[src/rtl/seq_match_logger.sv]
// Capture-window logger for the serial "101" detector: counts match pulses
// during a WINDOW-cycle run and queues the bit position of each one.
module seq_match_logger #(
  parameter int WINDOW = 64,
  parameter int POS_W  = 16,
  parameter int CNT_W  = 8,
  parameter int DEPTH  = 4
) (
  input  logic                     clk,
  input  logic                     rst,
  input  logic                     clear,
  input  logic                     start,
  input  logic                     match,
  output logic                     busy,
  output logic                     done,
  output logic [CNT_W-1:0]         count,
  output logic                     overflow,
  output logic                     ev_valid,
  output logic [POS_W-1:0]         ev_pos,
  input  logic                     ev_ready,
  output logic [$clog2(DEPTH):0]   level
);

  // state  | meaning
  // IDLE   | no window open, waiting for start
  // RUN    | window open, pos advancing, matches captured
  // DONE   | window closed, results held, waiting for start
  typedef enum logic [1:0] {
    S_IDLE,
    S_RUN,
    S_DONE
  } state_t;

  localparam int AW = $clog2(DEPTH);

  state_t           state;
  state_t           state_nx;
  logic             start_acc;
  logic [POS_W-1:0] pos;
  logic             last;
  logic             capture;
  logic             full;
  logic             pop;
  logic             push_ok;
  logic [AW:0]      wr_ptr;
  logic [AW:0]      rd_ptr;
  logic [POS_W-1:0] mem [DEPTH];

  assign last = (pos == POS_W'(WINDOW - 1));

  always_ff @(posedge clk or posedge rst) begin
    if (rst) state <= S_IDLE;
    else     state <= state_nx;
  end

  always_comb begin
    state_nx  = state;
    start_acc = 1'b0;
    if (clear) begin
      state_nx = S_IDLE;
    end else begin
      case (state)
        S_IDLE: if (start) begin
          state_nx  = S_RUN;
          start_acc = 1'b1;
        end
        S_RUN:  if (last) state_nx = S_DONE;
        S_DONE: if (start) begin
          state_nx  = S_RUN;
          start_acc = 1'b1;
        end
        default: state_nx = S_IDLE;
      endcase
    end
  end

  assign busy = (state == S_RUN);
  assign done = (state == S_DONE);

  // Pointers carry one extra wrap bit so full and empty are distinguishable.
  assign level    = wr_ptr - rd_ptr;
  assign ev_valid = (level != '0);
  assign full     = (level == (AW + 1)'(DEPTH));
  assign ev_pos   = mem[rd_ptr[AW-1:0]];

  assign capture = busy && match && !clear;
  assign pop     = ev_valid && ev_ready;
  assign push_ok = capture && (!full || pop);

  always_ff @(posedge clk or posedge rst) begin
    if (rst) begin
      pos      <= '0;
      count    <= '0;
      overflow <= 1'b0;
      wr_ptr   <= '0;
      rd_ptr   <= '0;
      for (int i = 0; i < DEPTH; i++) mem[i] <= '0;
    end else if (clear || start_acc) begin
      pos      <= '0;
      count    <= '0;
      overflow <= 1'b0;
      wr_ptr   <= '0;
      rd_ptr   <= '0;
    end else begin
      if (busy && !last) pos <= pos + POS_W'(1);
      if (capture) begin
        if (count != '1) count <= count + CNT_W'(1);
        if (push_ok) begin
          mem[wr_ptr[AW-1:0]] <= pos;
          wr_ptr              <= wr_ptr + (AW + 1)'(1);
        end else begin
          overflow <= 1'b1;
        end
      end
      if (pop) rd_ptr <= rd_ptr + (AW + 1)'(1);
    end
  end

endmodule

[config.mk]
export PLATFORM = sky130hd
export DESIGN_NAME = seq_match_logger
export DESIGN_NICKNAME = d
export VERILOG_FILES = /design/src/rtl/seq_match_logger.sv
export SDC_FILE = /design/constraint.sdc
export NUM_CORES = 1
export LEC_CHECK = 0
export CORE_MARGIN = 4
export CORE_UTILIZATION = 45
export CTS_BUF_LIST = sky130_fd_sc_hd__clkbuf_4
export CTS_CLUSTER_DIAMETER = 150
export DETAILED_ROUTE_END_ITERATION = 16
export GPL_TIMING_DRIVEN = 1
export PLACE_DENSITY = 0.64
export REMOVE_ABC_BUFFERS = 1
export SYNTH_ARGS = -nofsm -noshare
export SYNTH_HDL_FRONTEND = slang
export SYNTH_SLANG_ARGS = --single-unit
[constraint.sdc]
create_clock -name clk -period 3.5 [get_ports clk]
set_input_delay 0.525 -clock clk [delete_from_list [all_inputs] [get_ports clk]]
set_output_delay 0.525 -clock clk [all_outputs]
set_load 0.005 [all_outputs]
==> impl_metrics.env, run 1 <==
export IMPL_min_period_ns=3.01
export IMPL_dp_hpwl_um=6290
export IMPL_area_delta_synth_final_pct=10.6
export IMPL_drtIter0Drc=143
export IMPL_critPathCaptureType="output pin"
export IMPL_cts_buffers=9
export IMPL_r2r_start="wr_ptr[0]$_DFFE_PP0P_"
export IMPL_first_pass_iters=4
export IMPL_hold_viol_final=0
export IMPL_critical_path_arrival_ns=2.48
export IMPL_power_density_nw_per_um2=331
export IMPL_yosysTopAreaCellShare=0.496
export IMPL_drc=0
export IMPL_final_nets=401
export IMPL_drtAntennaViolNets=0
export IMPL_grt_ovfl_total=0
export IMPL_die_area_um2=12600
export IMPL_detail_route_vias_per_cell=5.68
export IMPL_vdd_drop_max_mv=0.179
export IMPL_setup_viol_count_final=0
export IMPL_cts_root_buf="clkbuf_4"
export IMPL_r2r_cells=7
export IMPL_postCtsSetupRepairBufs=0
export IMPL_synth_area_per_cell_um2=13.6
export IMPL_cts_num_sinks=97
export IMPL_numPortBuffers=36
export IMPL_place_congestion=0.798
export IMPL_grt_max_degree=52
export IMPL_drt_total_wl_um=9510
export IMPL_start_util=0.468
export IMPL_multi_input_area_um2=2270
export IMPL_drt_wirelength_per_cell_um=18.1
export IMPL_post_route_cell_area_um2=5410
export IMPL_clock_skew_ns=0.0150
export IMPL_yosysSeqAreaShare=0.496
export IMPL_synth_edf_count=0
export IMPL_htree_levels=3
export IMPL_vias=2986
export IMPL_yosys_warnings=0
export IMPL_dp_cells=511
export IMPL_final_max_slew_viol_count=0
export IMPL_synth_top_cell_by_area="dfrtp_1"
export IMPL_finalNonFillerCells=526
export IMPL_seq_area_um2=2430
export IMPL_drive_gt1_frac=0.274
export IMPL_synth_area_leaders="dfrtp_1 (50%), mux2_4 (12%), mux4_2 (7.4%), mux2_2 (6.0%), ha_1 (2.0%)"
export IMPL_rrSetupSlack_ns=0.72
export IMPL_ys_async_sr_fraction=1.00
export IMPL_grt_pass1_wl_um=16300
export IMPL_start_kind="flop"
export IMPL_fin_tns_setup_ns=0
export IMPL_ys_flop_type="dfrtp_1"
export IMPL_rsz0062_at_grt="no"
export IMPL_synth_distinct_cells=46
export IMPL_dpl_instance_area_um2=5300
export IMPL_r2r_end="mem[48]$_DFFE_PP0P_"
export IMPL_cts_tree="done"
export IMPL_min_path_type="in -> async"
export IMPL_fp_row_count=37
export IMPL_status="finished, final reports clean"
export IMPL_max_freq_mhz=333
export IMPL_track_usage=0.161
export IMPL_grt_pass1_vias=3181
export IMPL_cap_violations=0
export IMPL_cp_required_ns=2.97
export IMPL_synth_common_cells="dfrtp_1 (97), mux2_4 (38), mux2_2 (26)"
export IMPL_dieWidth_um=112
export IMPL_max_slew_margin=0.482
export IMPL_core_area_um2=10500
export IMPL_antenna_cells=0
export IMPL_ios=37
export IMPL_die_y_um=112
export IMPL_crit_type="reg -> out"
export IMPL_n_fill_cell=932
export IMPL_worstPathMaxFanout=5
export IMPL_ctsResizeCount=0
export IMPL_cts_hold_buf=0
export IMPL_cts_path_max_buffers=2
export IMPL_clkSlewWorstSetupHoldPaths_ns=0.14
export IMPL_synth_cells=360
export IMPL_holdWs_ns=0.498
export IMPL_clk_latency_ns=0.44
export IMPL_synth_seq_cells=97
export IMPL_syn_cell_area_um2=4890
export IMPL_antenna_found_initial=0
export IMPL_worstMarginPinSlew_ns=0.774
export IMPL_yosys_cell_count_top_type="dfrtp_1"
export IMPL_timing_final_crit_share=0.859
export IMPL_fin_util=0.517
export IMPL_p_leak_nw=2.55
## cells in the final DEF (no fill, tap or decap), types with 3 or more instances in the layout
cell	n
mux2_4	38
mux4_2	16
nand2_8	3
a21oi_1	12
buf_4	3
nand2_1	16
nand4_1	7
dfrtp_1	97
o21ai_0	11
and4_1	3
xor2_1	7
clkdlybuf4s50_1	36
inv_1	7
nand2b_1	3
mux2_2	26
o211ai_1	9
clkbuf_4	12
or3_1	5
and3_1	8
or4_1	6
ha_1	8
nor2_1	16
nand3_1	8
o31ai_1	3
## flip-flops by register name (all words and copies together), names as in the netlist
| register | cells |
|---|---|
| mem | 64 |
| count | 8 |
| wr_ptr | 3 |
| rd_ptr | 3 |
| state | 2 |
| pos | 16 |
| overflow | 1 |
## cells by family after synthesis
logic type | after synthesis | synth area share
AO/OA/AOI/OAI | 41 | 0.0555
XOR/XNOR | 9 | 0.0192
adder cells (fa/ha/maj) | 9 | 0.0246
buffers and inverters | 33 | 0.0399
flip-flops | 97 | 0.496
multiplexers | 82 | 0.254
AND/OR/NAND/NOR | 89 | 0.110
## power breakdown
part | internal, mW | leakage, nW | total, mW | switching, mW
Clock | 0.165 | 0.0571 | 0.520 | 0.356
Sequential | 1.13 | 1.35 | 1.14 | 0.00752
Combinational | 0.0557 | 1.14 | 0.138 | 0.0821
Total | 1.35 | 2.55 | 1.79 | 0.445
## how the worst max path moves through the flow
stage	cells past startpoint	start	slack, ns	to
2_1_floorplan	1	rst	0.44	count[0]$_DFFE_PP0P_
3_3_place_gp	5	clear	0.76	mem[51]$_DFFE_PP0P_
3_5_place_dp	5	clear	0.70	mem[54]$_DFFE_PP0P_
4_1_cts	6	wr_ptr[0]$_DFFE_PP0P_	0.44	level[2]
5_1_grt	6	wr_ptr[0]$_DFFE_PP0P_	0.31	level[2]
6_report	6	wr_ptr[0]$_DFFE_PP0P_	0.49	level[2]
## through the flow
| step | setup WS (ns) | total power, mW |
|---|---|---|
| 2_1_floorplan | 0.441 | 1.24 |
| 3_3_place_gp | 0.763 | 1.29 |
| 3_5_place_dp | 0.697 | 1.30 |
| 4_1_cts | 0.439 | 1.83 |
| 5_1_grt | 0.313 | 1.88 |
| 6_report | 0.494 | 1.79 |
## metal layers
layer	GRT usage	share of wire
met5	0	0
met1	0.218	0.47
met4	0.0393	0.010
met2	0.257	0.48
met3	0.0485	0.035
## worst max-delay path: stages, from the launching register on
cell             delay (ns)
dfrtp_1                0.42
inv_1                  0.11
ha_1                   0.22
fa_1                   0.37
xnor3_2                0.30
inv_1                  0.11
clkdlybuf4s50_1        0.52
## area by class of cell
type,instances,area share
clock inverter,3,0.00347
inverter,8,0.00601
timing repair buffer,40,0.0745
clock buffer,12,0.0166
multi-input combinational,230,0.419
sequential,97,0.449
tap,136,0.0314
(Power assumes the default switching activity.)
==> run 2: changes to the inputs <==
--- a/config.mk
+++ b/config.mk
@@ -13,6 +13,7 @@
 export GPL_TIMING_DRIVEN = 1
 export PLACE_DENSITY = 0.64
 export REMOVE_ABC_BUFFERS = 1
+export SLEW_MARGIN = 0
 export SYNTH_ARGS = -nofsm -noshare
 export SYNTH_HDL_FRONTEND = slang
 export SYNTH_SLANG_ARGS = --single-unit
==> results of run 2 <==
The final DEF is identical to that of run 1; final timing and power are the same.
==> run 3: changes to the inputs <==
--- a/config.mk
+++ b/config.mk
@@ -5,6 +5,7 @@
 export SDC_FILE = /design/constraint.sdc
 export NUM_CORES = 1
 export LEC_CHECK = 0
+export CAP_MARGIN = 10
 export CORE_MARGIN = 4
 export CORE_UTILIZATION = 45
 export CTS_BUF_LIST = sky130_fd_sc_hd__clkbuf_4
==> results of run 3 <==
The final DEF is identical to that of run 1; final timing and power are the same.
==> RTL change (settings of run 1) <==
Set the parameter `CNT_W` to 10 (it was 8).
--- a/src/rtl/seq_match_logger.sv
+++ b/src/rtl/seq_match_logger.sv
@@ -5,3 +5,3 @@
   parameter int POS_W  = 16,
-  parameter int CNT_W  = 8,
+  parameter int CNT_W  = 10,
   parameter int DEPTH  = 4
Interface: changed (resized count); port bits go from 37 to 39. No check against the original RTL was run, so the function may have changed too.
==> RTL change against run 1 <==
Total power grew 6.1%; synthesized area shrank 2.8%; die area shrank 2.6%; setup slack lost 0.074 ns; design area shrank 0.65%; hold slack gained 0.0092 ns; sequential cell count grew 2; routed wire length shrank 2.6%; maximum frequency shrank 2.4%; largest cell class unchanged.
==> RTL change: results <==
[global_route]
overflow = 0
antenna_found_initial = 0
grt_pass1_vias = 3263
grt_max_degree = 52
grt_usage_pct = 16.0
grt_pass1_wl_mm = 16.1

[placement]
gp_congestion = 0.829
preCtsSetupSlack_ns = 0.773
placed_cell_area_mm2 = 0.00524
port_buffers = 38
dpl.cell_count = 530
hpwlAfterDp_mm = 6.22

[power]
comb-power_w = 0.000141
pwr-share-seq_pct = 60.9
ir_drop_v = 0.000205
p_leak_nw = 2.42
netSwitchingFraction_pct = 24.4
pwr-share-comb_pct = 7.4

[timing]
slew_headroom_pct = 44.7
skew_ns = 0.0191

[logic_synthesis]
synth_compound_area_share_pct = 6.13
synth_area_leaders = "dfrtp_1 52%, mux2_2 15%, mux4_2 7.6%"
async_flop_share_pct = 100
synth_xor_area_share_pct = 1.95
synth_warnings = 0
yosys.area_share.adder_pct = 2.52
synth_top_cells_by_count = "99 x dfrtp_1, 62 x mux2_2, 21 x nand2_1"
synth_cell_types = 46
synthCells = 376
yosys-mux-area-fraction_pct = 22.9
seq_area_frac_synth_pct = 52.1

[detailed_routing]
drt-initial-drc-count = 141
drt-wirelength-per-cell_um = 17.0
num_vias = 3067
drt_pass1_iterations = 6
vias_per_cell = 5.62

[status]
status = "finished clean"

[clock_network]
cts-htree-levels = 3
cts-root-buf = "clkbuf_4"
cts_resized = 0
clockBufferDepth = 2
clk_pin_slew_worst_paths_ns = 0.16
cts_setup_buffers = 0
cts_buffers = 9
insertion_delay_ns = 0.44

[finish]
n_antenna_cell = 0
drive_gt1_share_pct = 25.9
largestRegisters = "mem x64, pos x16, count x10"
final_common_cell = "dfrtp_1"
nets = 420

[min_path]
hold_class = "flop to flop"

[setup_path]
path_max_fanout = 5
critPathArrivalTime_ns = 2.55
==> RTL change: layout make-up <==
type | instances | area (µm²)
fill | 916 | 4950
clock inverter | 6 | 65.1
inverter | 11 | 43.8
timing repair buffer | 43 | 430
tap | 136 | 170
sequential | 99 | 2480
multi-input combinational | 241 | 2110
clock buffer | 10 | 75.1
==> RTL change: per-layer routing <==
metal  global-route usage, %  wire length (µm)  vias to the layer above  part of all wire, %
met5                       0                 0                        -                    0
met4                    5.58               142                        0                  1.5
met3                    2.95               236                       13                  2.5
met2                    27.1              4650                       49                   50
met1                    20.8              4240                     1564                   46
li1                        -                 -                     1441                    -
==> RTL change: kinds of logic after synthesis <==
group,count (synthesis)
flops,99
simple gates,93
mux,81
compound gates,49
buf+inv,36
xor+xnor,9
fa+ha+maj,9
==> RTL change: final timing paths <==
path / startpoint / to / slack, ns / depth (start not counted)
max reg2reg: wr_ptr[0]$_DFFE_PP0P_ / mem[32]$_DFFE_PP0P_ / 0.74 / 7
min in group asynchronous: rst / mem[60]$_DFFE_PP0P_ / 0.52 / 2
max: wr_ptr[0]$_DFFE_PP0P_ / level[2] / 0.42 / 6
min: mem[10]$_DFFE_PP0P_ / mem[10]$_DFFE_PP0P_ / 0.51 / 2
max in group asynchronous: rst / mem[33]$_DFFE_PP0P_ / 2.32 / 3
min reg2reg: mem[10]$_DFFE_PP0P_ / mem[10]$_DFFE_PP0P_ / 0.51 / 2
==> RTL change: critical path, cell delays in order, from the launching register on <==
cell	delay, ns
dfrtp_1	0.45
inv_1	0.12
ha_1	0.23
fa_1	0.42
xnor3_1	0.28
inv_1	0.11
clkdlybuf4s50_1	0.51
